File: config.mk
export PLATFORM = sky130hd
export DESIGN_NAME = id_ctrl_pipe
export DESIGN_NICKNAME = d
export VERILOG_FILES = /design/src/rtl/id_ctrl_pkg.sv /design/src/rtl/id_ctrl_decode.sv /design/src/rtl/id_ctrl_pipe.sv
export SDC_FILE = /design/constraint.sdc
export NUM_CORES = 1
export LEC_CHECK = 0
export CORE_MARGIN = 2
export CORE_UTILIZATION = 42
export DETAILED_ROUTE_END_ITERATION = 7
export GPL_TIMING_DRIVEN = 0
export PLACE_DENSITY = 0.79
export SLEW_MARGIN = 5
export SYNTH_ARGS = -nofsm -noshare
export SYNTH_HDL_FRONTEND = slang
export SYNTH_SLANG_ARGS = --single-unit
File: constraint.sdc
create_clock -name clk -period 2.3 [get_ports clk]
set_input_delay 0.69 -clock clk [delete_from_list [all_inputs] [get_ports clk]]
set_output_delay 0.69 -clock clk [all_outputs]
set_load 0.02 [all_outputs]
File: src/rtl/id_ctrl_pkg.sv
// Shared opcode, ALUOp and control-bundle definitions
// for the ID-stage control pipeline.
package id_ctrl_pkg;

  localparam int OPCODE_W = 6;

  localparam logic [OPCODE_W-1:0] OP_R    = 6'b000000;
  localparam logic [OPCODE_W-1:0] OP_LW   = 6'b100011;
  localparam logic [OPCODE_W-1:0] OP_SW   = 6'b101011;
  localparam logic [OPCODE_W-1:0] OP_BEQ  = 6'b000100;
  localparam logic [OPCODE_W-1:0] OP_ADDI = 6'b001000;
  localparam logic [OPCODE_W-1:0] OP_BNE  = 6'b000101;
  localparam logic [OPCODE_W-1:0] OP_J    = 6'b000010;

  localparam logic [1:0] ALU_ADD   = 2'b00;
  localparam logic [1:0] ALU_SUB   = 2'b01;
  localparam logic [1:0] ALU_FUNCT = 2'b10;

  typedef struct packed {
    logic       regDst;
    logic       regWrite;
    logic [1:0] aluOp;
    logic       memRead;
    logic       memWrite;
    logic       memToReg;
    logic       branch;
    logic       aluSrc;
    logic       branchNe;
    logic       jump;
  } ctrl_t;

endpackage

File: src/rtl/id_ctrl_decode.sv
// Opcode to control-bundle decoder, purely combinational.
// Unknown opcodes yield an all-zero bundle and raise illegal.
module id_ctrl_decode
  import id_ctrl_pkg::*;
#(
  parameter int OP_W   = 6,
  parameter bit EXT_EN = 1'b1
) (
  input  logic [OP_W-1:0] op,
  output ctrl_t           ctrl,
  output logic            usesRt,
  output logic            illegal
);

  always_comb begin
    ctrl    = '0;
    usesRt  = 1'b0;
    illegal = 1'b0;
    unique case (1'b1)
      (op == OP_W'(OP_R)): begin
        ctrl.regDst   = 1'b1;
        ctrl.regWrite = 1'b1;
        ctrl.aluOp    = ALU_FUNCT;
        usesRt        = 1'b1;
      end
      (op == OP_W'(OP_LW)): begin
        ctrl.regWrite = 1'b1;
        ctrl.memRead  = 1'b1;
        ctrl.memToReg = 1'b1;
        ctrl.aluSrc   = 1'b1;
      end
      (op == OP_W'(OP_SW)): begin
        ctrl.memWrite = 1'b1;
        ctrl.aluSrc   = 1'b1;
        usesRt        = 1'b1;
      end
      (op == OP_W'(OP_BEQ)): begin
        ctrl.aluOp  = ALU_SUB;
        ctrl.branch = 1'b1;
        usesRt      = 1'b1;
      end
      (EXT_EN && op == OP_W'(OP_ADDI)): begin
        ctrl.regWrite = 1'b1;
        ctrl.aluSrc   = 1'b1;
      end
      (EXT_EN && op == OP_W'(OP_BNE)): begin
        ctrl.aluOp    = ALU_SUB;
        ctrl.branch   = 1'b1;
        ctrl.branchNe = 1'b1;
        usesRt        = 1'b1;
      end
      (EXT_EN && op == OP_W'(OP_J)): begin
        ctrl.jump = 1'b1;
      end
      default: illegal = 1'b1;
    endcase
  end

endmodule

File: src/rtl/id_ctrl_pipe.sv
// ID stage control: decode, load-use hazard, flush and
// valid/ready handshake into the ID/EX register.
module id_ctrl_pipe
  import id_ctrl_pkg::*;
#(
  parameter int OP_W   = 6,
  parameter int RA_W   = 5,
  parameter bit EXT_EN = 1'b1,
  parameter int CNT_W  = 8
) (
  input  logic             clk,
  input  logic             rst,
  input  logic             flush,
  input  logic             in_valid,
  output logic             in_ready,
  input  logic [OP_W-1:0]  in_op,
  input  logic [RA_W-1:0]  in_rs,
  input  logic [RA_W-1:0]  in_rt,
  input  logic [RA_W-1:0]  in_rd,
  output logic             out_valid,
  input  logic             out_ready,
  output logic             out_reg_dst,
  output logic             out_reg_write,
  output logic             out_mem_read,
  output logic             out_mem_write,
  output logic             out_mem_to_reg,
  output logic             out_branch,
  output logic             out_branch_ne,
  output logic             out_jump,
  output logic             out_alu_src,
  output logic [1:0]       out_alu_op,
  output logic [RA_W-1:0]  out_dest,
  output logic [RA_W-1:0]  out_rs,
  output logic [RA_W-1:0]  out_rt,
  output logic             stall,
  output logic             illegal,
  output logic [CNT_W-1:0] illegal_cnt
);

  ctrl_t           decCtrl;
  logic            decUsesRt;
  logic            decIllegal;
  logic [RA_W-1:0] decDest;

  logic            validQ;
  ctrl_t           ctrlQ;
  logic [RA_W-1:0] destQ;
  logic [RA_W-1:0] rsQ;
  logic [RA_W-1:0] rtQ;
  logic            illegalQ;
  logic [CNT_W-1:0] cntQ;

  logic hazard;
  logic canLoad;
  logic accept;

  id_ctrl_decode #(
    .OP_W  (OP_W),
    .EXT_EN(EXT_EN)
  ) u_decode (
    .op     (in_op),
    .ctrl   (decCtrl),
    .usesRt (decUsesRt),
    .illegal(decIllegal)
  );

  assign decDest = !decCtrl.regWrite ? '0 :
                   decCtrl.regDst ? in_rd : in_rt;

  assign hazard = in_valid && validQ && ctrlQ.memRead &&
                  (destQ != '0) &&
                  ((destQ == in_rs) ||
                   (decUsesRt && destQ == in_rt));

  assign canLoad  = !validQ || out_ready;
  assign in_ready = canLoad && !hazard && !flush && !rst;
  assign accept   = in_valid && in_ready;
  assign stall    = hazard && !flush;

  // Non-accepting loads clear the bundle so bubbles carry no stale controls.
  always_ff @(posedge clk) begin
    if (rst) begin
      validQ   <= 1'b0;
      ctrlQ    <= '0;
      destQ    <= '0;
      rsQ      <= '0;
      rtQ      <= '0;
      illegalQ <= 1'b0;
      cntQ     <= '0;
    end else begin
      illegalQ <= accept && decIllegal;
      if (accept && decIllegal && cntQ != {CNT_W{1'b1}})
        cntQ <= cntQ + CNT_W'(1);
      if (canLoad || flush) begin
        validQ <= accept;
        ctrlQ  <= accept ? decCtrl : '0;
        destQ  <= accept ? decDest : '0;
        rsQ    <= accept ? in_rs : '0;
        rtQ    <= accept ? in_rt : '0;
      end
    end
  end

  assign out_valid      = validQ;
  assign out_reg_dst    = ctrlQ.regDst;
  assign out_reg_write  = ctrlQ.regWrite;
  assign out_alu_op     = ctrlQ.aluOp;
  assign out_mem_read   = ctrlQ.memRead;
  assign out_mem_write  = ctrlQ.memWrite;
  assign out_mem_to_reg = ctrlQ.memToReg;
  assign out_branch     = ctrlQ.branch;
  assign out_alu_src    = ctrlQ.aluSrc;
  assign out_branch_ne  = ctrlQ.branchNe;
  assign out_jump       = ctrlQ.jump;
  assign out_dest       = destQ;
  assign out_rs         = rsQ;
  assign out_rt         = rtQ;
  assign illegal        = illegalQ;
  assign illegal_cnt    = cntQ;

endmodule

==> results by group, run 1 <==
Setup path
  – Crit path DAT: 1.88 ns
  – R2R Setup Slk: 0.27 ns
  – WS Path Type: in -> out
  – Worst setup SP type: primary input
  – Critical Path Sink Type: output pin
  – CP Max Fanout: 6
  – Worst EP required: 1.61 ns

Global routing
  – First-pass GRT wire length: 6530 µm
  – Global Route Usage Sum: 20.4%
  – Gr ovfl total: 0
  – Initial antenna violation count: 0
  – Vias in the first global route: 1,437
  – Largest net degree at the start of global routing: 11

Route
  – Drt wl/cell: 14.1 µm
  – DRT Pass-1 Iters: 4
  – Via count: 1,507
  – Post-DRT Antenna Nets: 0
  – DRC: 0
  – Starting DRT DRC Count: 104
  – WL final: 4070 µm
  – Drt via density: 5.23

Synth
  – Synth Area in Compound Gates: 20.5%
  – Synth Area in Simple Gates: 20.2%
  – Seq cells post-synth: 34
  – Top-area cell type share of the netlist area: 45.1%
  – Synth Cell Area: 1510 µm²
  – Adder-cell share of the synthesized area: 0.829%
  – Synth Instances: 165
  – Ys async rst share: 0%
  – Register area share after synthesis: 45.1%
  – Mean Syn Cell Area: 9.15 µm²
  – Post-synth EDFFs: 0
  – Leading cell type by number of instances after synthesis: dfxtp_1
  – Synth Net Count: 192
  – Synth area leaders: dfxtp_1, a22o_1, xor2_1, mux2i_1, o21ai_0
  – Xor/xnor share of the synthesized area: 6.38%
  – Synth cell types: 38
  – Mux share of post-synthesis cell area: 3.98%
  – Prevailing post-synth register cell: dfxtp_1
  – Yosys top cell by area: dfxtp_1
  – Post-synth top cells: dfxtp_1, nand2_1, nor2_1, a22o_1, o21ai_0
  – Largest family of logic cells by synthesized area: compound AO/OA/AOI/OAI gates
  – Synth Warn #: 0

STA
  – Final hold violation count: 0
  – Fmax: 389 MHz
  – Max Clock Skew: 0.00239 ns
  – Final min period: 2.57 ns
  – Slew headroom: 68.7%
  – RSZ-0062 raised after global routing: yes
  – Setup Viol. Count Final: 2
  – Setup ws final: -0.272 ns
  – Final slew viol count: 0
  – Worst-margin pin slew: 0.468 ns
  – Period utilization: 112%

Cells and area
  – Final Util: 70.4%
  – Antenna diodes: 0
  – Layout Nets: 268
  – P&R area growth vs syn: 58.2%
  – Register Area: 688 µm²
  – Fill count: 270
  – Area of the multi-input gates: 855 µm²
  – Layout cells sized above 1: 19.4%

Power and ir drop
  – Switching power: 278 µW
  – Pwr Density: 460 nW/µm²
  – Comb power frac: 13.1%
  – Sw Share: 25.3%
  – Cell internal pwr: 820 µW
  – Overall Power: 1.10 mW
  – Seq pwr share: 54.8%
  – Peak supply drop: 0.339 mV
  – Leak Pwr: 0.946 nW
  – Clk pwr share: 32.2%

Die
  – Die width: 63.9 µm
  – Die Ht: 63.9 µm
  – Core area: 3390 µm²
  – Starting Density: 44.5%
  – Die area: 4090 µm²
  – IO Pins: 64
  – FP Rows: 21

Placed design
  – Placer Congestion: 0.826
  – IO Port Bufs: 63
  – DP Wirelength: 2870 µm
  – Pre-CTS setup slack: -1.16 ns

Clocking
  – CTS max path bufs: 2
  – Clock transition at the registers of the reported paths: 0.10 ns
  – Clock latency on the worst-skew pair: 0.34 ns
  – CTS Root Cell: clkbuf_4
  – CTS tree: done
  – Clk sink count: 34
  – H-tree levels: 2
  – CTS Buf Count: 5

Job
  – Max-cap viol count: 0

Run status
  – Failing checks: setup timing
  – Status: finished, violations left

Hold path
  – Hold crit path type: reg -> reg
[power by group through the flow]
stage	logic, mW	clock network (mW)	registers [mW]
2_1_floorplan	0.0427	0	0.625
3_3_place_gp	0.133	0	0.616
3_5_place_dp	0.134	0	0.616
4_1_cts	0.136	0.364	0.602
5_1_grt	0.155	0.397	0.603
6_report	0.143	0.353	0.601
[logic make-up (layout without fill, tap and decap cells)]
logic type / count (synthesis) / count (layout)
xor+xnor: 11 / 11
simple gates: 60 / 60
flops: 34 / 34
compound gates: 44 / 44
buf+inv: 9 / 86
fa+ha+maj: 1 / 1
mux: 6 / 6
[final cells by class]
type | count | share of cell area [%]
clock inverter | 1 | 0.210
multi-input combinational | 122 | 35.8
inverter | 1 | 0.157
clock buffer | 7 | 2.31
timing repair buffer | 69 | 28.5
buffer | 8 | 1.83
sequential | 34 | 28.8
tap | 46 | 2.41
[path summary, 6_finish.rpt]
| path | start | to | depth (start not counted) |
|---|---|---|---|
| hold / removal | out_reg_write$_SDFFE_PP0P_ | out_reg_write$_SDFFE_PP0P_ | 2 |
| hold reg to reg | out_reg_write$_SDFFE_PP0P_ | out_reg_write$_SDFFE_PP0P_ | 2 |
| setup reg to reg | out_dest[2]$_SDFFE_PP0P_ | out_rt[4]$_SDFFE_PP0P_ | 8 |
| setup / recovery | in_op[5] | in_ready | 7 |
[cells in the final DEF, fill, tap and decap left out, types with 3 or more instances in the layout]
cell | Yosys | routed
clkdlybuf4s15_2 | 0 | 4
dlygate4sd2_1 | 0 | 6
xor2_1 | 9 | 7
buf_6 | 0 | 3
nand3_1 | 6 | 6
nor2_1 | 13 | 11
clkbuf_4 | 0 | 6
dfxtp_2 | 0 | 3
and3_1 | 4 | 4
a21oi_1 | 6 | 5
buf_2 | 3 | 3
a22o_1 | 12 | 12
or3_1 | 4 | 4
dfxtp_1 | 34 | 30
mux2i_1 | 6 | 6
nor3_1 | 6 | 3
nand2_1 | 15 | 15
o21ai_0 | 12 | 11
buf_4 | 2 | 8
clkbuf_1 | 3 | 4
clkdlybuf4s50_1 | 0 | 45
[layer usage]
| metal | up-vias | GRT usage (%) | part of all wire [%] |
|---|---|---|---|
| li1 | 761 | - | - |
| met1 | 686 | 25.6 | 47 |
| met2 | 54 | 32.7 | 46 |
| met3 | 6 | 7.39 | 6.3 |
| met4 | 0 | 5.71 | 1.3 |
| met5 | - | 0 | 0 |
[registers in the layout, summed over array words and instances (netlist names)]
name           cells
illegal_cnt        8
out_dest           5
out_rs             5
out_rt             5
illegal            1
out_alu_op         1
out_alu_src        1
out_branch         1
out_branch_ne      1
out_jump           1
out_mem_read       1
out_mem_write      1
out_reg_dst        1
out_reg_write      1
out_valid          1
[per-stage QoR]
stage / hold WS [ns] / TNS [ns] / instance area (µm²) / instances
final: 0.451 / -0.503 / 2390 / 288
after global routing: 0.483 / -0.732 / 2390 / 288
after global placement: 0.432 / -15.65 / 2200 / 274
after floorplan: 0.521 / -0.0144 / 1510 / 165
after detailed placement: 0.438 / -15.98 / 2200 / 274
after CTS: 0.454 / -0.572 / 2320 / 284
[worst max-delay path, stage by stage]
cell	delay, ns
clkdlybuf4s15_2	0.23
nor3_4	0.21
o2bb2ai_1	0.13
and4_4	0.26
a41oi_2	0.05
and3_1	0.18
buf_6	0.13
[what timing repair did]
action,in CTS,in global routing
endpoints found under the setup margin,26,13
setup buffers,2,4
resized for setup,59,18
hold buffers,0,0
gates cloned,0,0
pin swaps,7,5
Power figures use the tool's default switching activity.
==> run 2, diff against run 1 <==
--- a/config.mk
+++ b/config.mk
@@ -5,7 +5,7 @@
 export SDC_FILE = /design/constraint.sdc
 export NUM_CORES = 1
 export LEC_CHECK = 0
-export CORE_MARGIN = 2
+export CORE_MARGIN = 10
 export CORE_UTILIZATION = 42
 export DETAILED_ROUTE_END_ITERATION = 7
 export GPL_TIMING_DRIVEN = 0
==> run 2 against run 1 <==
Effect of this change:
- the run still ends with setup timing left
- power decreased by 4.4%
- wire length increased by 17%
- worst setup slack got worse by 0.040 ns
- die area increased by 56%
- fmax decreased by 1.5%
- via count increased by 2.0%
- sequential power about the same
- cell area decreased by 1.7%
- sequential cell count unchanged
- clock power decreased by 14%
- critical path type unchanged
- largest cell class unchanged
- largest power group unchanged
- highest routed layer unchanged
==> results by group, run 2 (synthesis gave the netlist of run 1 again) <==
Placed design
  – IO Port Bufs: 63 (unchanged)
  – DP Wirelength: 3530 µm (was 2870 µm)
  – Placer Congestion: 0.823 (was 0.826)
  – Cell Area, Placed: 2200 µm² (unchanged)

Setup path
  – CP Max Fanout: 2 (was 6)
  – WS Path Type: in -> out (unchanged)
  – Worst r2r src: out_dest[1]$_SDFFE_PP0P_ (was out_dest[2]$_SDFFE_PP0P_)
  – Worst setup SP type: primary input (unchanged)
  – Worst Setup SP: in_rt[1] (was in_op[5])
  – Critical Path Sink Type: output pin (unchanged)
  – Crit path DAT: 1.92 ns (was 1.88 ns)
  – Worst EP required: 1.61 ns (about the same)

Clocking
  – H-tree levels: 2 (unchanged)
  – CTS max path bufs: 2 (unchanged)
  – Clock transition at the registers of the reported paths: 0.09 ns (was 0.10 ns)
  – Clock latency on the worst-skew pair: 0.34 ns (about the same)
  – CTS Root Cell: clkbuf_4 (unchanged)
  – Clk sink count: 34 (unchanged)
  – CTS tree: done (unchanged)
  – CTS Buf Count: 5 (unchanged)

Cells and area
  – Max FFs per register: 8 (unchanged)
  – P&R area growth vs syn: 55.6% (was 58.2%)
  – Commonest cells after routing, fill and taps aside: clkdlybuf4s50_1, dfxtp_1, nand2_1 (unchanged)
  – Most common cell after layout, fill and taps aside: clkdlybuf4s50_1 (unchanged)
  – Layout cells sized above 1: 17.8% (was 19.4%)
  – Layout Nets: 269 (was 268)
  – Final Util: 68.7% (was 70.4%)
  – Final instance area: 2350 µm² (was 2390 µm²)
  – Antenna diodes: 0 (unchanged)

Run status
  – Failing checks: setup timing (unchanged)
  – Status: finished, violations left (unchanged)

Route
  – DRT Pass-1 Iters: 4 (unchanged)
  – Via count: 1,537 (was 1,507)
  – WL final: 4770 µm (was 4070 µm)
  – Drt wl/cell: 16.5 µm (was 14.1 µm)
  – Drt via density: 5.34 (was 5.23)
  – Post-DRT Antenna Nets: 0 (unchanged)
  – DRC: 0 (unchanged)
  – Starting DRT DRC Count: 72 (was 104)

Die
  – FP Rows: 21 (unchanged)
  – Die width: 79.9 µm (was 63.9 µm)
  – Core area: 3420 µm² (was 3390 µm²)
  – Starting Density: 44.2% (was 44.5%)
  – IO Pins: 64 (unchanged)
  – Die Ht: 79.9 µm (was 63.9 µm)
  – Die area: 6390 µm² (was 4090 µm²)

Power and ir drop
  – Pwr Density: 447 nW/µm² (was 460 nW/µm²)
  – Peak supply drop: 0.293 mV (was 0.339 mV)
  – Overall Power: 1.05 mW (was 1.10 mW)
  – Leak Pwr: 0.939 nW (was 0.946 nW)

Job
  – Max-cap viol count: 0 (unchanged)

STA
  – RSZ-0062 raised after global routing: yes (unchanged)
  – Setup Viol. Count Final: 2 (unchanged)
  – Worst-margin pin slew: 0.544 ns (was 0.468 ns)
  – Final hold violation count: 0 (unchanged)
  – Setup TNS: -0.605 ns (was -0.503 ns)
  – Setup ws final: -0.312 ns (was -0.272 ns)
  – Final min period: 2.61 ns (was 2.57 ns)
  – Fmax: 383 MHz (was 389 MHz)
  – Period utilization: 114% (was 112%)
  – Final slew viol count: 0 (unchanged)
  – Max Clock Skew: 0.00545 ns (was 0.00239 ns)
  – Slew headroom: 63.6% (was 68.7%)

Global routing
  – Gr ovfl total: 0 (unchanged)
  – First-pass GRT wire length: 7200 µm (was 6530 µm)
  – Initial antenna violation count: 0 (unchanged)
  – Vias in the first global route: 1,467 (was 1,437)
  – Largest net degree at the start of global routing: 11 (unchanged)
  – Global Route Usage Sum: 14.4% (was 20.4%)

Hold path
  – Hold crit path type: reg -> reg (unchanged)
  – Hold path startpoint: out_reg_write$_SDFFE_PP0P_ (unchanged)
-- run 2: cell types whose count changed in the layout (fill, tap and decap cells not counted), moves of 2 or more --
cell / before / now
clkdlybuf4s15_2: 4 / 0
buf_2: 3 / 7
o21ai_0: 11 / 9
buf_4: 8 / 10
o21ai_1: 1 / 3
dfxtp_1: 30 / 32
-- run 2: where the power goes --
group          internal (mW)  total (mW)  switching [mW]  leakage (nW)
Combinational         0.0756       0.144          0.0682         0.638
Sequential             0.596       0.602         0.00582         0.276
Clock                  0.115       0.303           0.188        0.0254
-- run 2: cell type report --
type	count	area [µm²]
multi-input combinational	122	855
fill	287	1070
buffer	8	43.8
inverter	1	3.75
tap	46	57.6
clock buffer	7	45.0
timing repair buffer	70	659
sequential	34	683
-- run 2: worst max-delay path, stage by stage --
cell and delay (ns):
buf_8 0.10, xor2_2 0.14, nor4_2 0.33, and4_1 0.29, a41oi_2 0.06, and3_4 0.19
buf_6 0.13
-- run 2: timing repair --
action	CTS	global route
setup buffers	5	2
pin swaps	8	6
hold buffers	0	0
gates resized for setup	56	24
endpoints found under the setup margin	27	18
-- run 2: worst paths after layout --
path         depth (start not counted)                          to  slack (ns)
max                                  7                    in_ready       -0.31
min                                  2  out_reg_write$_SDFFE_PP0P_        0.46
max reg2reg                          8    out_dest[4]$_SDFFE_PP0P_        0.20
min reg2reg                          2  out_reg_write$_SDFFE_PP0P_        0.46
-- run 2: per-stage QoR --
stage	setup WS, ns	hold slack, ns	instances
global placement	-1.17	0.432	274
floorplan	-0.0144	0.521	165
CTS	-0.319	0.465	286
detailed placement	-1.18	0.450	274
global route	-0.348	0.492	288
finish	-0.312	0.458	288
-- run 2: layer usage --
metal / track usage, % / vias up / wire [µm]
li1: - / 761 / -
met5: 0 / - / 0
met1: 16.9 / 713 / 2090
met4: 6.87 / 0 / 104
met2: 23.6 / 54 / 2270
met3: 4.05 / 9 / 309
==> run 3, diff against run 2 <==
--- a/config.mk
+++ b/config.mk
@@ -10,6 +10,7 @@
 export DETAILED_ROUTE_END_ITERATION = 7
 export GPL_TIMING_DRIVEN = 0
 export PLACE_DENSITY = 0.79
+export RECOVER_POWER = 25
 export SLEW_MARGIN = 5
 export SYNTH_ARGS = -nofsm -noshare
 export SYNTH_HDL_FRONTEND = slang
==> run 3 against run 2 <==
Effect of this change:
- the flow still finishes with violations (setup timing)
- via count about the same
- global-route usage stayed put
- non-clock buffer count unchanged
- critical path type unchanged
- critical endpoint unchanged
==> results by group, run 3 (synthesis gave the netlist of run 1 again) <==
Die
  – Die Ht: 79.9 µm (unchanged)
  – Core area: 3420 µm² (unchanged)
  – Starting Density: 44.2% (unchanged)
  – Die width: 79.9 µm (unchanged)
  – FP Rows: 21 (unchanged)
  – Die area: 6390 µm² (unchanged)
  – IO Pins: 64 (unchanged)

STA
  – Final min period: 2.61 ns (about the same)
  – Worst-margin pin slew: 0.541 ns (was 0.544 ns)
  – Setup TNS: -0.605 ns (about the same)
  – Fmax: 383 MHz (about the same)
  – Max Clock Skew: 0.00523 ns (was 0.00545 ns)
  – Setup Viol. Count Final: 2 (unchanged)
  – Setup ws final: -0.312 ns (about the same)
  – Final hold violation count: 0 (unchanged)
  – Period utilization: 114% (about the same)
  – RSZ-0062 raised after global routing: yes (unchanged)
  – Slew headroom: 63.8% (was 63.6%)
  – Final slew viol count: 0 (unchanged)

Setup path
  – Worst r2r src: out_dest[1]$_SDFFE_PP0P_ (unchanged)
  – CP Cell Sequence: buf_8, xor2_2, nor4_2, and4_1, a41oi_2, and3_4, buf_6 (unchanged)
  – Crit path DAT: 1.92 ns (about the same)
  – Worst setup SP type: primary input (unchanged)
  – Worst EP required: 1.61 ns (about the same)
  – R2R Setup Slk: 0.20 ns (about the same)
  – CP Max Fanout: 2 (unchanged)
  – CP max stage cell: nor4_2 (unchanged)
  – WS Path Type: in -> out (unchanged)
  – FF-to-FF path depth: 8 (unchanged)
  – Slowest stage delay, CP: 0.33 ns (about the same)
  – Critical Path Sink Type: output pin (unchanged)
  – R2r endpoint: out_dest[4]$_SDFFE_PP0P_ (unchanged)

Global routing
  – Largest net degree at the start of global routing: 11 (unchanged)
  – First-pass GRT wire length: 7200 µm (unchanged)
  – Initial antenna violation count: 0 (unchanged)
  – Gr ovfl total: 0 (unchanged)
  – Global Route Usage Sum: 14.4% (unchanged)
  – Vias in the first global route: 1,467 (unchanged)

Clocking
  – CTS Hold Bufs: 0 (unchanged)
  – Clock transition at the registers of the reported paths: 0.09 ns (about the same)
  – CTS Root Cell: clkbuf_4 (unchanged)
  – H-tree levels: 2 (unchanged)
  – Clock latency on the worst-skew pair: 0.34 ns (about the same)
  – CTS tree: done (unchanged)
  – CTS Buf Count: 5 (unchanged)
  – CTS max path bufs: 2 (unchanged)
  – Clk sink count: 34 (unchanged)

Placed design
  – Placer Congestion: 0.823 (unchanged)
  – Cell Area, Placed: 2200 µm² (unchanged)
  – IO Port Bufs: 63 (unchanged)
  – Placed Cells incl. Taps: 274 (unchanged)
  – DP Wirelength: 3530 µm (unchanged)

Power and ir drop
  – Peak supply drop: 0.293 mV (about the same)
  – Switching power: 262 µW (about the same)
  – Overall Power: 1.05 mW (about the same)
  – Pwr Density: 446 nW/µm² (was 447 nW/µm²)
  – Cell internal pwr: 785 µW (was 787 µW)
  – Comb power frac: 13.6% (was 13.7%)
  – Sw Share: 25.0% (about the same)
  – Seq pwr share: 57.5% (was 57.4%)
  – Leak Pwr: 0.980 nW (was 0.939 nW)
  – Clk pwr share: 28.9% (about the same)

Cells and area
  – Antenna diodes: 0 (unchanged)
  – Final cell count without fillers: 288 (unchanged)
  – Final instance area: 2350 µm² (unchanged)
  – Register Area: 683 µm² (unchanged)
  – Layout cells sized above 1: 17.8% (unchanged)
  – Area of the multi-input gates: 855 µm² (unchanged)
  – P&R area growth vs syn: 55.6% (unchanged)
  – Layout Nets: 269 (unchanged)
  – Commonest cells after routing, fill and taps aside: dfxtp_1, clkdlybuf4s50_1, nand2_1 (was clkdlybuf4s50_1, dfxtp_1, nand2_1)
  – Fill count: 287 (unchanged)
  – Max FFs per register: 8 (unchanged)
  – Final Util: 68.7% (unchanged)

Hold path
  – Hold Path Sink: out_reg_write$_SDFFE_PP0P_ (unchanged)
  – Worst Hold Depth: 2 (unchanged)
  – Hold crit path type: reg -> reg (unchanged)
  – Hold path startpoint: out_reg_write$_SDFFE_PP0P_ (unchanged)

Route
  – WL final: 4760 µm (was 4770 µm)
  – Post-DRT Antenna Nets: 0 (unchanged)
  – Drt wl/cell: 16.5 µm (about the same)
  – DRT Pass-1 Iters: 4 (unchanged)
  – Via count: 1,536 (was 1,537)
  – DRC: 0 (unchanged)
  – Starting DRT DRC Count: 73 (was 72)
  – Drt via density: 5.33 (was 5.34)

Job
  – Max-cap viol count: 0 (unchanged)

Run status
  – Failing checks: setup timing (unchanged)
  – Status: finished, violations left (unchanged)
run 3: changes by cell type in the layout (fill, tap and decap cells not counted):
cell             before  now
and2_0                0    1
and2_1                1    0
clkdlybuf4s50_1      45   32
dlygate4sd3_1         0   13
run 3: worst max path at each step:
stage / from / end / slack, ns / depth (start not counted)
6_report: in_rt[1] / in_ready / -0.31 / 7
5_1_grt: in_rs[3] / in_ready / -0.35 / 5
4_1_cts: in_rt[2] / in_ready / -0.32 / 7
3_5_place_dp: in_op[1] / in_ready / -1.18 / 7
3_3_place_gp: in_op[1] / stall / -1.17 / 7
2_1_floorplan: in_op[1] / in_ready / -0.01 / 5
run 3: through the flow:
stage / hold WS (ns) / setup WS, ns
finish: 0.455 / -0.312
detailed placement: 0.450 / -1.18
global route: 0.490 / -0.348
global placement: 0.432 / -1.17
floorplan: 0.521 / -0.0144
CTS: 0.465 / -0.319
run 3: area by class of cell:
class                   instances  share of cell area, %
repair buffers                 70                   28.1
well taps                      46                   2.45
flip-flops and latches         34                   29.1
clock buffers                   7                   1.92
inverters                       1                  0.160
plain buffers                   8                   1.87
multi-input cells             122                   36.4
run 3: metal layers:
layer | global-route usage [%] | share of wire (%) | vias to the layer above
met5 | 0 | 0 | -
met4 | 6.87 | 2.2 | 0
met3 | 4.05 | 6.4 | 9
met2 | 23.6 | 48 | 52
met1 | 16.9 | 44 | 713
li1 | - | - | 762
run 3: what timing repair did:
| action | 4_1_cts | 5_1_grt |
|---|---|---|
| gates resized for setup | 56 | 24 |
| endpoints found under the setup margin | 27 | 18 |
| buffers inserted | 5 | 2 |
| pin swaps | 8 | 6 |
run 3: critical path: cells and delay by family:
| family | cells | cell delay (ns) |
|---|---|---|
| AND/OR/NAND/NOR | 3 | 0.81 |
| buffers and inverters | 2 | 0.23 |
| XOR/XNOR | 1 | 0.14 |
| AO/OA/AOI/OAI | 1 | 0.06 |
run 3: power by group through the flow:
stage	combinational, mW	sequential [mW]	clock [mW]
floorplan	0.0427	0.625	0
global placement	0.135	0.616	0
detailed placement	0.136	0.616	0
CTS	0.137	0.602	0.310
global route	0.154	0.603	0.332
finish	0.142	0.602	0.303
